## config.mk

```make
export PLATFORM = sky130hd
export DESIGN_NAME = screen_sequencer
export DESIGN_NICKNAME = d
export VERILOG_FILES = /design/src/rtl/screen_sequencer_pkg.sv /design/src/rtl/screen_sequencer_frame_timer.sv /design/src/rtl/screen_sequencer.sv
export SDC_FILE = /design/constraint.sdc
export NUM_CORES = 1
export LEC_CHECK = 0
export ABC_CLOCK_PERIOD_IN_PS = 2400
export BUFFER_PORTS_ARGS = -buffer_cell sky130_fd_sc_hd__buf_2
export CAP_MARGIN = 5
export CORE_UTILIZATION = 56
export DETAILED_ROUTE_END_ITERATION = 10
export PLACE_DENSITY = 0.81
export SLEW_MARGIN = 40
export SYNTH_ARGS = -nofsm -noshare
export SYNTH_HDL_FRONTEND = slang
export SYNTH_SLANG_ARGS = --single-unit
```

## constraint.sdc

```tcl
create_clock -name clk -period 2.4 [get_ports clk]
set_input_delay 0.48 -clock clk [delete_from_list [all_inputs] [get_ports clk]]
set_output_delay 0.48 -clock clk [all_outputs]
set_load 0.1 [all_outputs]
```

## src/rtl/screen_sequencer_pkg.sv

```systemverilog
// Shared screen state encodings and frame-count helpers for the display pipeline.
// The SCR_* macros are the encodings also used by the game logic and debug overlay.
`ifndef SCR_MACROS_VH
`define SCR_MACROS_VH
`define SCR_STATE_W 2
`define SCR_START   2'd0
`define SCR_PLAY    2'd1
`define SCR_LOCK    2'd2
`define SCR_END     2'd3
`endif

package screen_sequencer_pkg;

  typedef enum logic [`SCR_STATE_W-1:0] {
    ST_START = `SCR_START,
    ST_PLAY  = `SCR_PLAY,
    ST_LOCK  = `SCR_LOCK,
    ST_END   = `SCR_END
  } scr_state_e;

  // A frame count of zero behaves like one: terminal count is the first tick.
  function automatic int unsigned tc_value(input int unsigned frames);
    return (frames == 0) ? 0 : frames - 1;
  endfunction

endpackage

```

## src/rtl/screen_sequencer_frame_timer.sv

```systemverilog
// Saturating frame counter with synchronous clear, tick enable and terminal-count compare.
module frame_timer #(
  parameter int unsigned CNT_W = 11
) (
  input  logic             clk,
  input  logic             rst,
  input  logic             clr,
  input  logic             tick_en,
  input  logic [CNT_W-1:0] tc_val,
  output logic             tc
);

  logic [CNT_W-1:0] cnt_q, cnt_d;

  always_comb begin
    cnt_d = cnt_q;
    if (clr) begin
      cnt_d = '0;
    end else if (tick_en && (cnt_q != '1)) begin
      cnt_d = cnt_q + 1'b1;
    end
  end

  always_ff @(posedge clk) begin
    if (rst) begin
      cnt_q <= '0;
    end else begin
      cnt_q <= cnt_d;
    end
  end

  assign tc = (cnt_q == tc_val);

endmodule

```

## src/rtl/screen_sequencer.sv

```systemverilog
// Screen sequencer: START -> PLAY -> LOCK -> END -> START, switching only on frame_tick.
// Optional macro SCREEN_ATTRACT_TIMEOUT_EN: idle END screen returns to START after TIMEOUT_FRAMES.
module screen_sequencer
  import screen_sequencer_pkg::*;
#(
  parameter int unsigned END_LOCK_FRAMES = 60,
  parameter int unsigned TIMEOUT_FRAMES  = 1800,
  parameter int unsigned CNT_W           = 11
) (
  input  logic                    clk,
  input  logic                    rst,
  input  logic                    frame_tick,
  input  logic                    btn,
  input  logic                    game_over,
  output logic                    start_en,
  output logic                    game_en,
  output logic                    end_en,
  output logic                    game_rst,
  output logic [`SCR_STATE_W-1:0] state
);

  localparam logic [CNT_W-1:0] LOCK_TC    = CNT_W'(tc_value(END_LOCK_FRAMES));
  localparam logic [CNT_W-1:0] TIMEOUT_TC = CNT_W'(tc_value(TIMEOUT_FRAMES));

  scr_state_e state_q, state_d;
  logic btn_q;
  logic pend_q, pend_d;
  logic start_en_q, start_en_d;
  logic game_en_q, game_en_d;
  logic end_en_q, end_en_d;
  logic game_rst_q, game_rst_d;

  logic             btn_rise;
  logic             timer_clr;
  logic             timer_tick;
  logic             timer_tc;
  logic [CNT_W-1:0] timer_tc_val;

  assign btn_rise     = btn & ~btn_q;
  // One timer serves both the LOCK hold and the END idle timeout.
  assign timer_tc_val = (state_q == ST_END) ? TIMEOUT_TC : LOCK_TC;

  always_comb begin
    state_d    = state_q;
    pend_d     = pend_q;
    game_rst_d = 1'b0;
    timer_tick = 1'b0;
    case (state_q)
      ST_START: begin
        if (frame_tick && (pend_q || btn_rise)) begin
          state_d    = ST_PLAY;
          game_rst_d = 1'b1;
        end else if (btn_rise) begin
          pend_d = 1'b1;
        end
      end
      ST_PLAY: begin
        if (frame_tick && (pend_q || game_over)) begin
          state_d = ST_LOCK;
        end else if (game_over) begin
          pend_d = 1'b1;
        end
      end
      ST_LOCK: begin
        timer_tick = frame_tick;
        if (frame_tick && timer_tc) begin
          state_d = ST_END;
        end
      end
      ST_END: begin
`ifdef SCREEN_ATTRACT_TIMEOUT_EN
        timer_tick = frame_tick;
        if (frame_tick && (pend_q || btn_rise || timer_tc)) begin
          state_d = ST_START;
        end else if (btn_rise) begin
          pend_d = 1'b1;
        end
`else
        if (frame_tick && (pend_q || btn_rise)) begin
          state_d = ST_START;
        end else if (btn_rise) begin
          pend_d = 1'b1;
        end
`endif
      end
      default: state_d = ST_START;
    endcase
    timer_clr = (state_d != state_q);
    if (timer_clr) begin
      pend_d = 1'b0;
    end
    start_en_d = (state_d == ST_START);
    game_en_d  = (state_d == ST_PLAY);
    end_en_d   = (state_d == ST_LOCK) || (state_d == ST_END);
  end

  always_ff @(posedge clk) begin
    if (rst) begin
      state_q    <= ST_START;
      btn_q      <= 1'b0;
      pend_q     <= 1'b0;
      start_en_q <= 1'b1;
      game_en_q  <= 1'b0;
      end_en_q   <= 1'b0;
      game_rst_q <= 1'b0;
    end else begin
      state_q    <= state_d;
      btn_q      <= btn;
      pend_q     <= pend_d;
      start_en_q <= start_en_d;
      game_en_q  <= game_en_d;
      end_en_q   <= end_en_d;
      game_rst_q <= game_rst_d;
    end
  end

  frame_timer #(
    .CNT_W(CNT_W)
  ) u_frame_timer (
    .clk    (clk),
    .rst    (rst),
    .clr    (timer_clr),
    .tick_en(timer_tick),
    .tc_val (timer_tc_val),
    .tc     (timer_tc)
  );

  assign start_en = start_en_q;
  assign game_en  = game_en_q;
  assign end_en   = end_en_q;
  assign game_rst = game_rst_q;
  assign state    = state_q;

endmodule

```

* After elaboration in Yosys (flattened, before gate mapping)
Index checks and enable logic that the tools add are counted.
** Operators by class
- $add $sub $neg :: 1
- Multipliers :: 0
- Divide/modulo/power cells :: 0
- Magnitude comparators :: 0
- Equal/unequal tests :: 13
- Shift operators :: 0
- Muxes and demuxes :: 13
- Bitwise gates (word level) :: 3
- Reduce and logical (&&, ||, !) cells :: 14
** Operator list (number)
- 11-bit by 1-bit adder with 11-bit output, second input constant :: 1
- 11-bit equality test :: 1
- 11-bit two-way mux :: 1
- 11-bit != test, second input constant :: 1
- 2-bit equality test, second input constant :: 4
- 2-bit two-way mux :: 4
- 2-bit case mux with 4 select lines :: 1
- 1-bit two-way mux :: 6
- 2-bit != test, second input constant :: 3
- 2-bit OR reduction :: 3
- 5-bit AND reduction :: 1
- 2-bit by 1-bit equality test with 1-bit output, second input constant :: 2
- 1-bit logical AND :: 4
- 2-bit zero test :: 2
- 1-bit logical OR :: 3
- 2-bit by 1-bit != test with 1-bit output, second input constant :: 1
- 2-bit != test :: 1
- 1-bit NOT :: 2
- 1-bit case mux with 2 select lines :: 1
- 2-bit nonzero test :: 1
- 1-bit bitwise AND :: 1
** Storage, ports and cells
- Flip-flop bits (word level) :: 19
- Latch bits :: 0
- Bits in writable memories :: 0
- ROM bits :: 0
- Input port bits :: 5
- Output and inout bits :: 6
- Logic and storage cells :: 52
- Memories kept :: 0

* Longest topological paths before layout
Gate-level depths: netlist of the first run.
- Depth after elaboration :: 8
- Gate-level depth with buffers :: 9
- Gate-level depth less buffers :: 7

* Modules after synthesis
A second synthesis of the first run with hierarchy kept.
** Unflattened totals
- Cells, all modules :: 134
- Area, all modules :: 1167.4 um^2
** By module, submodules not included
- frame_timer :: instances 1, cells each 81, area an instance 660.6 um^2, sequential area each 220.2 um^2
- screen_sequencer :: instances 1, cells each 53, area an instance 506.7 um^2, sequential area each 140.1 um^2

* Worst setup path after synthesis of the first run
OpenSTA, ideal clock, no wires.
- Path kind :: register to register
- From :: register state_q[1], in the netlist state[1]
- To :: register u_frame_timer.cnt_q[10]
- Setup time :: 117 ps
- Arrival time :: 2480 ps
- Data required time :: 2283 ps
- Path slack :: -197 ps
- Cell stages (with the launch flop) :: 9
- Path buffers :: 2
- Period minus slack after synthesis :: 2597 ps
- Path through :: dfxtp_1 -> ha_1 -> buf_2 -> nand3_1 -> nor4b_1 -> o211ai_1 -> a41oi_2 -> buf_6 -> nor2_1
** On the way
- Cells in the longest elaborated chain, start to end :: 8
- Elaborated cells on any way between the ends :: 16
- Those cells by class :: eq/ne (5); mux (7); reduce/logical (4)
** RTL lines
- start: declaration :: RTL line screen_sequencer.sv:25 : scr_state_e state_q, state_d;
- start signal: assignment :: RTL line screen_sequencer.sv:107 : state_q <= state_d;
- 2-bit equality test :: RTL line screen_sequencer.sv:41, screen_sequencer.sv:48
- 11-bit two-way mux :: RTL line screen_sequencer.sv:41 : assign timer_tc_val = (state_q == ST_END) ? TIMEOUT_TC : LOCK_TC;
- 11-bit equality test :: RTL line screen_sequencer_frame_timer.sv:32 : assign tc = (cnt_q == tc_val);
- 1-bit logical AND :: RTL line screen_sequencer.sv:66 : if (frame_tick && timer_tc) begin
- 2-bit two-way mux :: RTL line screen_sequencer.sv:66
- 2-bit case mux with 4 select lines :: RTL line screen_sequencer.sv:48 : case (state_q)
- 2-bit != test :: RTL line screen_sequencer.sv:88 : timer_clr = (state_d != state_q);
- 2-bit OR reduction (no line)
- end signal: assignment :: RTL line screen_sequencer_frame_timer.sv:28 : cnt_q <= cnt_d;
- end: declaration :: RTL line screen_sequencer_frame_timer.sv:13 : logic [CNT_W-1:0] cnt_q, cnt_d;
Parallel ways exist; a longest one is shown, timed or not.
A chain may end at the register's enable or synchronous reset.

* Worst setup path after layout of the first run
- From :: register state_q[0], in the netlist state[0]
- To :: register u_frame_timer.cnt_q[2]
The elaborated chain is that of the path after synthesis.

==> results.md, run 1 <==
- Layout fillers: 132
- Initial DRT Pass Iterations: 4
- # port buffers: 10
- Die height: 44.3 um
- Switch share: 0.373
- R2R Setup Slk: 0.26 ns
- Clk_lat worst skew: 0.30 ns
- Cts repair resizes: 0
- Worst setup EP type: flip-flop
- CTS root buf: clkbuf_4
- Power per cell area: 625 mW/mm^2
- CP max FO: 12
- CP arrival: 2.30 ns
- Slew of the pin with the lowest slew margin: 0.579 ns
- DIE WIDTH: 44.3 um
- Drt via density: 5.88
- Clock Sink Count: 18
- Post-route DRC: 0
- Mapped Area: between 0.001 and 0.0015 mm^2
- TritonCTS clock tree: done
- Pint: 0.426 mW
- I/O pin count: 11
- Post-synth top area cell: dfxtp_1
- Sw power: 0.254 mW
- Die area: 0.00197 mm^2
- Vias: 888
- Seq/Total Area, Yosys: 0.359
- VDD IR-drop max: 395 uV
- Synthesized area per cell: approximately 8.6 um^2
- Sequential power share: 0.482
- Post-CTS Hold Buffers: 0
- Final Skew: 0.00225 ns
- Sequential cell area: 363 um^2
- Remaining antenna violation count: 0
- Comb pwr share: 0.295
- Diodes inserted: 0
- Final min period: between 2 and 2.5 ns
- Total Routing Usage GR: 0.238
- Yosys cell types: 41
- Number of CTS-inserted buffers: 3
- NumNets Final: 140
- Share of cells above drive strength 1: 0.165
- Setup WS post-layout: about 0.26 ns
- # rows: 14
- Unrepaired setup endpoints after global routing: no
- Final hold vios: 0
- Hold crit path type: in2reg
- H-tree Lvls: 1
- Gate Count Post-Synth: 117
- DR iter-0 viols: 30
- WS Path Type: reg2reg
- Syn Nets: around 130
- Slew Limit Fails: 0
- Initial Util: 0.630
- P_leak: 0.440 nW
- Clk pwr share: 0.223
- Fin util: 0.683
- Asr flop ratio synth: 0
- CP Data Required Time: 2.57 ns
- Post-DP HPWL: 1520 um
- Design Area, Final: 0.00109 mm^2
- First-pass GRT wire length: 3410 um
- Setup violators final: 0
- Max-cap violations: 0
- Gpl congestion: 0.965
- Clock Pin Slew Worst Setup and Hold Paths: 0.10 ns
- Maximum clock rate: 468 MHz
- Slew Limit Headroom: 0.614
- Pre-CTS WS: 0.278 ns
- Synthesized flop and latch total: 18
- Initial antenna violation count: 0
- DR WL/cell: 13.5 um
- Core area: 0.00159 mm^2
- DP Area: 0.00107 mm^2
- Status: finished, final reports clean
- Synth top area cells: dfxtp_1 (36%), ha_1 (7.5%), nor2_1 (6.0%), xor2_1 (5.2%), nand2_1 (3.4%)
- Area used by multi-input combinational logic: between 500 and 600 um^2
- Commonest cells after routing, fill and taps aside: nor2_1 (16), dfxtp_1 (16), buf_2 (10)
- Main synth FF type: dfxtp_1
- Post-synth top area share: 0.359
- Critical path launch point type: flip-flop
- Detailed Route WL: about 2000 um
- Setup Total Neg Slack: 0 ns
- Vias in the first global route: 780
- Post-synth EDFFs: 0
- Final worst-path cycle share: 0.891
- Post-CTS Setup Bufs: 0
- Largest net degree at the start of global routing: 13
- Total power: a little under 0.7 mW
- Area grow syn2layout: 8.48%
- Yosys warns: 0
- Remaining global-route overflow: 0
- Clock buffer depth: 2
## cell usage after synthesis (2+ instances only)
library cell	instances
a211oi_1	4
a21oi_1	4
a31oi_1	3
and3_1	3
dfxtp_1	18
ha_1	6
inv_1	6
nand2_1	9
nand3_1	5
nand4_1	2
nor2_1	16
nor2b_1	3
o211ai_1	2
o21ai_0	4
xor2_1	6
## flip-flops by register name, indices dropped and copies added (netlist names)
signal and flops:
btn_q 1, u_frame_timer.cnt_q 11, state 2, game_en 1
pend_q 1, game_rst 1, start_en 1
## kinds of logic (layout without fill, tap and decap cells)
family,count (synthesis),in the layout,synth area share
buf+inv,10,20,0.0499
flops,18,18,0.359
fa+ha+maj,6,6,0.0748
simple gates,48,48,0.247
mux,1,1,0.00998
xor+xnor,7,7,0.0611
compound gates,27,27,0.198
## cell type report
type | count | share of cell area
clock buffer | 3 | 0.0207
inverter | 6 | 0.0207
multi-input combinational | 89 | 0.545
sequential | 18 | 0.333
tap | 24 | 0.0276
timing repair buffer | 11 | 0.0529
## final timing paths
check / cells past startpoint / to / startpoint
setup / recovery: 7 / u_frame_timer.cnt_q[2] / state[0]
hold reg to reg: 2 / pend_q / pend_q
setup reg to reg: 7 / u_frame_timer.cnt_q[2] / state[0]
hold / removal: 2 / btn_q / btn
## per-layer routing
metal / global-route usage / vias to the layer above / share of wire
met3: 0.0653 / 3 / 0.056
li1: - / 446 / -
met5: 0 / - / 0
met1: 0.330 / 405 / 0.50
met2: 0.356 / 34 / 0.43
met4: 0.0848 / 0 / 0.0098
## critical path, stage by stage (launching register included)
cell and delay (ns):
dfxtp_2 0.37, inv_1 0.13, ha_1 0.18, nand3_1 0.13
nor4b_1 0.37, o211ai_1 0.17, a41oi_2 0.55, a211oi_1 0.10
## per-stage QoR
stage / hold slack (ns) / instances
2_1_floorplan: 0.454 / 117
3_3_place_gp: 0.481 / 148
3_5_place_dp: 0.487 / 148
4_1_cts: 0.404 / 151
5_1_grt: 0.392 / 151
6_report: 0.395 / 151
## power groups by stage
stage	sequential, mW	clock [mW]	combinational (mW)
2_1_floorplan	0.410	0	0.0953
3_3_place_gp	0.333	0	0.196
3_5_place_dp	0.335	0	0.199
4_1_cts	0.328	0.149	0.199
5_1_grt	0.331	0.164	0.216
6_report	0.328	0.152	0.201
Power figures use the tool's default switching activity.
==> inputs of run 2 (changes only) <==
Settings changed: CORE_UTILIZATION 56 to 57, SYNTH_HIERARCHICAL set to 1.
==> run 2 against run 1 <==
Fmax shrank 4.0%. Synthesized cell count grew 15%. Combinational power shrank 21%. Worst setup slack lost 0.090 ns. Synthesized area grew 16%. Sequential power shrank 3%. Die area grew 14%. Clock power grew 26%. Sequential share of layout area shrank 5.6 points. Routed wire length grew 29%. Highest routed layer unchanged.
==> results.md, run 2 <==
- Commonest cells after routing, fill and taps aside: dfxtp_1 (16), xnor2_1 (11), buf_2 (10)
- Final min period: 2.23 ns
- TritonCTS clock tree: done
- Total Routing Usage GR: 0.264
- # port buffers: 10
- Post-CTS Setup Bufs: 0
- First-pass GRT wire length: around 4100 um
- Initial Util: 0.601
- Main synth FF type: dfxtp_1
- Largest register by flop count: u_frame_timer/cnt_q
- Die height: 47.3 um
- CP arrival: between 2 and 2.5 ns
- Switch share: 0.326
- Worst setup EP type: flip-flop
- Post-synth top area cell: dfxtp_1
- Critical path launch point type: flip-flop
- Slew Limit Fails: 0
- Mapped Area: 0.00117 mm^2
- Sw power: 0.217 mW
- Detailed Route WL: around 2600 um
- DR iter-0 viols: 49
- Diodes inserted: 0
- Synth top cells by count: dfxtp_1 (18), xnor2_1 (11), nand2_1 (10)
- NumNets Final: between 150 and 200
- Gpl congestion: ~0.8
- DIE WIDTH: 47.3 um
- Final Skew: approximately 0.0018 ns
- Drt via density: 6.11
- Share of cells above drive strength 1: 0.224
- Slew of the pin with the lowest slew margin: 0.589 ns
- Core area: 0.00194 mm^2
- # rows: 16
- Clk pwr share: 0.285
- Initial DRT Pass Iterations: 4
- Count leader, synth: dfxtp_1
- Synthesized flop and latch total: 18
- CTS root buf: clkbuf_4
- VDD IR-drop max: 515 uV
- Clk_lat worst skew: ~0.29 ns
- Yosys cell types: 46
- Gate Count Post-Synth: 134
- Hold crit path type: in2reg
- Vias: ~1.1k
- Max-cap violations: 0
- WS Path Type: reg2reg
- P_leak: 0.499 nW
- Largest register FFs: 11
- Sequential power share: 0.477
- Vias in the first global route: 918
- Comb pwr share: 0.238
- Remaining antenna violation count: 0
- Largest net degree at the start of global routing: 12
- Maximum clock rate: 449 MHz
- CP max FO: 8
- Post-synth top area share: 0.309
- CP Data Required Time: 2.62 ns
- Die area: roughly 0.0022 mm^2
- Yosys warns: 6
- Placed Cells incl. Taps: 170
- Status: finished, final reports clean
- Power per cell area: 503 mW/mm^2
- Post-route DRC: 0
- Area grow syn2layout: 13.6%
- I/O pin count: 11
- Total power: 0.667 mW
- Unrepaired setup endpoints after global routing: no
- DR WL/cell: 15.1 um
- Worst hold stages: 2
- Asr flop ratio synth: 0
- Synthesized area per cell: 8.71 um^2
- Setup violators final: 0
- Fin util: 0.683
- Final worst-path cycle share: 0.928
- Pint: 0.450 mW
- Setup Total Neg Slack: 0 ns
- Seq/Total Area, Yosys: 0.309
- Remaining global-route overflow: 0
- Design Area, Final: 0.00133 mm^2
- Layout fillers: 168
- Number of CTS-inserted buffers: 3
- Post-synth EDFFs: 0
- Post-CTS Hold Buffers: 0
- Clock Pin Slew Worst Setup and Hold Paths: 0.11 ns
- Post-DP HPWL: 1890 um
- Reg2Reg Depth: 13
- Clock buffer depth: 2
- Final hold vios: 0
- Slew Limit Headroom: 0.606
- H-tree Lvls: 1
- Cts repair resizes: 0
- Clock Sink Count: 18
- Final non-filler cell total: 174
- DP Area: 0.00127 mm^2
- Commonest non-fill, non-tap cell in the layout: dfxtp_1
- Synth top area cells: dfxtp_1 (31%), xnor2_1 (8.3%), ha_1 (6.4%), nand3_1 (3.4%), nand2_1 (3.2%)
- Initial antenna violation count: 0
## run 2: cell count changes after synthesis, moves of 3 or more
cell      before  now
nand3_1        5    8
xnor2_1        1   11
a21oi_1        4    7
or3_1          0    3
nor2_1        16    9
a211oi_1       4    0
o21ai_1        0    4
xor2_1         6    1
## run 2: critical path: stages, from the launching register on
cell and delay [ns]:
dfxtp_4 0.42, ha_4 0.22, inv_4 0.06, xnor2_1 0.12, nand4_1 0.10, nor3_1 0.05
a21o_1 0.17, nand2_1 0.06, mux2_4 0.17, nand2_2 0.06, a21o_2 0.24, nor2_4 0.17
o21ai_0 0.11, a31oi_1 0.19
## run 2: final cells by class
cell class	instances	area, um^2	share of cell area
timing repair buffer	10	50.0	0.0377
inverter	6	25.0	0.0189
multi-input combinational	109	813	0.613
tap	27	33.8	0.0255
sequential	18	368	0.277
clock buffer	4	36.3	0.0274
## run 2: cells by family after synthesis
group                      Yosys count  share of synthesized area
DFF                                 18                      0.309
and+or+nand+nor                     52                      0.245
muxes                                2                     0.0182
xor gates and xnor gates            12                     0.0900
adders and majority gates            6                     0.0643
other                                2                    0.00643
buffers and inverters                9                     0.0354
AOI/OAI and AO/OA                   33                      0.232
## run 2: worst paths after layout
path | startpoint | to | slack (ns)
worst min-delay path | btn | btn_q | 0.41
worst max-delay path | state[0] | u_frame_timer/cnt_q[4] | 0.17
worst max register to register | state[0] | u_frame_timer/cnt_q[4] | 0.17
worst min register to register | u_frame_timer/cnt_q[1] | u_frame_timer/cnt_q[1] | 0.55
## run 2: power groups by stage
stage / clock network, mW / registers [mW] / logic, mW
2_1_floorplan: 0 / 0.372 / 0.0799
6_report: 0.191 / 0.318 / 0.159
4_1_cts: 0.193 / 0.318 / 0.152
3_5_place_dp: 0 / 0.325 / 0.151
5_1_grt: 0.204 / 0.320 / 0.169
3_3_place_gp: 0 / 0.324 / 0.148
## run 2: through the flow
step / hold slack, ns / setup WS [ns]
CTS: 0.410 / 0.00524
detailed placement: 0.534 / 0.0364
floorplan: 0.484 / 0.000521
global route: 0.409 / 0.0319
finish: 0.406 / 0.172
global placement: 0.521 / 0.165
## run 2: metal layers
layer  track usage  share of wire  vias to the layer above
met5             0              0                        -
met2         0.425           0.47                       49
met3        0.0500          0.071                        8
met1         0.353           0.44                      497
met4        0.0857          0.017                        0
li1              -              -                      509
==> inputs of run 3 (changes only) <==
Settings changed: PLACE_DENSITY 0.81 to 0.84.
==> run 3 against run 2 <==
Clock-buffer cell count stayed put. Non-clock buffer count is 2 higher. Critical path depth is 1 lower. Flip-flop and latch count stayed put. Final cell count is 1.1% higher. Via count is 0.66% lower. Clock skew is 0.0084 ns higher. First-iteration DRC count is 57% lower.
==> results.md, run 3 (synthesized netlist as in run 2, its figures left out) <==
- Status: finished, final reports clean
- NumNets Final: 161
- Setup violators final: 0
- P_leak: just over 0.5 nW
- Maximum clock rate: roughly 420 MHz
- Final min period: ~2.4 ns
- Gpl congestion: 0.811
- Remaining antenna violation count: 0
- Slew Limit Fails: 0
- Sequential cell area: 368 um^2
- Max-cap violations: 0
- Fin util: 0.687
- Die area: approximately 0.0022 mm^2
- Post-CTS Hold Buffers: 0
- Final hold vios: 0
- Final worst-path cycle share: 0.982
- Critical path launch point type: flip-flop
- Layout fillers: around 160
- Worst setup EP type: flip-flop
- Worst setup path end: u_frame_timer/cnt_q[2]
- Reg-to-Reg End: u_frame_timer/cnt_q[2]
- DIE WIDTH: approximately 47 um
- Share of cells above drive strength 1: 0.235
- Clk pwr share: 0.247
- CP Data Required Time: 2.62 ns
- WS Path Type: reg2reg
- Largest register FFs: 11
- I/O pin count: 11
- Largest net degree at the start of global routing: 12
- Clk_lat worst skew: around 0.30 ns
- Reg2Reg Depth: 12
- Die height: 47.3 um
- # rows: 16
- Initial Util: 0.601
- Post-route DRC: 0
- # port buffers: 10
- Sw power: 0.213 mW
- Crit path launch: state[0]
- CP arrival: ~2.6 ns
- Pre-CTS WS: 0.0198 ns
- Final Skew: about 0.010 ns
- DP Area: 0.00127 mm^2
- Sequential power share: 0.501
- Commonest non-fill, non-tap cell in the layout: dfxtp_1
- Clock buffer depth: 2
- Power per cell area: 476 mW/mm^2
- Pint: 0.421 mW
- Post-DP HPWL: 1920 um
- VDD IR-drop max: 404 uV
- Total Routing Usage GR: 0.263
- Design Area, Final: 0.00133 mm^2
- Clock Pin Slew Worst Setup and Hold Paths: roughly 0.10 ns
- Setup WS post-layout: roughly 0.043 ns
- Area used by multi-input combinational logic: approximately 820 um^2
- Initial antenna violation count: 0
- Clock Sink Count: 18
- Vias: around 1.1k
- Drt via density: ~6
- Commonest cells after routing, fill and taps aside: dfxtp_1 (16), xnor2_1 (11), buf_2 (10)
- Hold crit path type: in2reg
- Reg2Reg Launch Point: state[0]
- Number of CTS-inserted buffers: 3
- Diodes inserted: 0
- Initial DRT Pass Iterations: 4
- TritonCTS clock tree: done
- First-pass GRT wire length: 3980 um
- Vias in the first global route: 888
- CTS root buf: clkbuf_4
- Remaining global-route overflow: 0
- Slew Limit Headroom: 0.600
- DR WL/cell: 15.4 um
- DR iter-0 viols: 21
- Largest register by flop count: u_frame_timer/cnt_q
- Slew of the pin with the lowest slew margin: 0.597 ns
- Switch share: 0.336
- H-tree Lvls: 1
- Area grow syn2layout: 14.3%
- Detailed Route WL: 2720 um
- Comb pwr share: 0.252
- R2R Setup Slk: 0.04 ns
- CP max FO: 8
- Core area: 0.00194 mm^2
## run 3: changes by cell type in the layout (fill, tap and decap cells not counted), sizes merged
cell	change
buf	+2
## run 3: area by class of cell
type,count,share of cell area
Inverter,6,0.0188
Sequential cell,18,0.276
Clock buffer,4,0.0197
Tap cell,27,0.0253
Timing Repair Buffer,12,0.0488
Multi-Input combinational cell,109,0.612
## run 3: power by group through the flow
stage	clock network, mW	logic [mW]	registers (mW)
finish	0.157	0.160	0.318
CTS	0.162	0.155	0.318
detailed placement	0	0.153	0.325
global route	0.177	0.170	0.320
floorplan	0	0.0799	0.372
global placement	0	0.148	0.324
## run 3: how the worst min path moves through the flow
stage | from | end | slack, ns | cells after the start
finish | btn | btn_q | 0.41 | 2
floorplan | u_frame_timer/cnt_q[8] | u_frame_timer/cnt_q[8] | 0.48 | 2
global route | btn | btn_q | 0.44 | 2
detailed placement | u_frame_timer/cnt_q[4] | u_frame_timer/cnt_q[4] | 0.53 | 1
global placement | u_frame_timer/cnt_q[8] | u_frame_timer/cnt_q[8] | 0.52 | 2
CTS | btn | btn_q | 0.40 | 2
## run 3: critical path, stage by stage, from the launching register on
cell	delay, ns
dfxtp_4	0.42
ha_4	0.22
inv_4	0.06
xnor2_1	0.12
nand4_1	0.10
nor3_1	0.05
a21o_1	0.17
nand2_1	0.06
mux2_4	0.17
nand2_2	0.07
a21o_2	0.25
or2_2	0.37
nor3_2	0.22
## run 3: per-stage QoR
stage / TNS [ns] / total power [mW] / hold WS, ns / std cells
2_1_floorplan: 0 / 0.452 / 0.484 / 136
4_1_cts: 0 / 0.635 / 0.402 / 174
3_3_place_gp: 0 / 0.473 / 0.515 / 170
3_5_place_dp: 0 / 0.478 / 0.535 / 170
5_1_grt: -0.0566 / 0.666 / 0.436 / 176
6_report: 0 / 0.635 / 0.410 / 176
## run 3: timing repair
item / 4_1_cts / 5_1_grt
buffers inserted: 0 / 2
endpoints found under the setup margin: 1 / 3
pin swaps: 0 / 1
resized for setup: 1 / 2
## run 3: metal layers
layer	vias to the layer above	track usage	wire, um
li1	513	-	-
met1	507	0.349	1180
met2	31	0.397	1370
met3	5	0.0885	129
met4	0	0.0857	33
met5	-	0	0
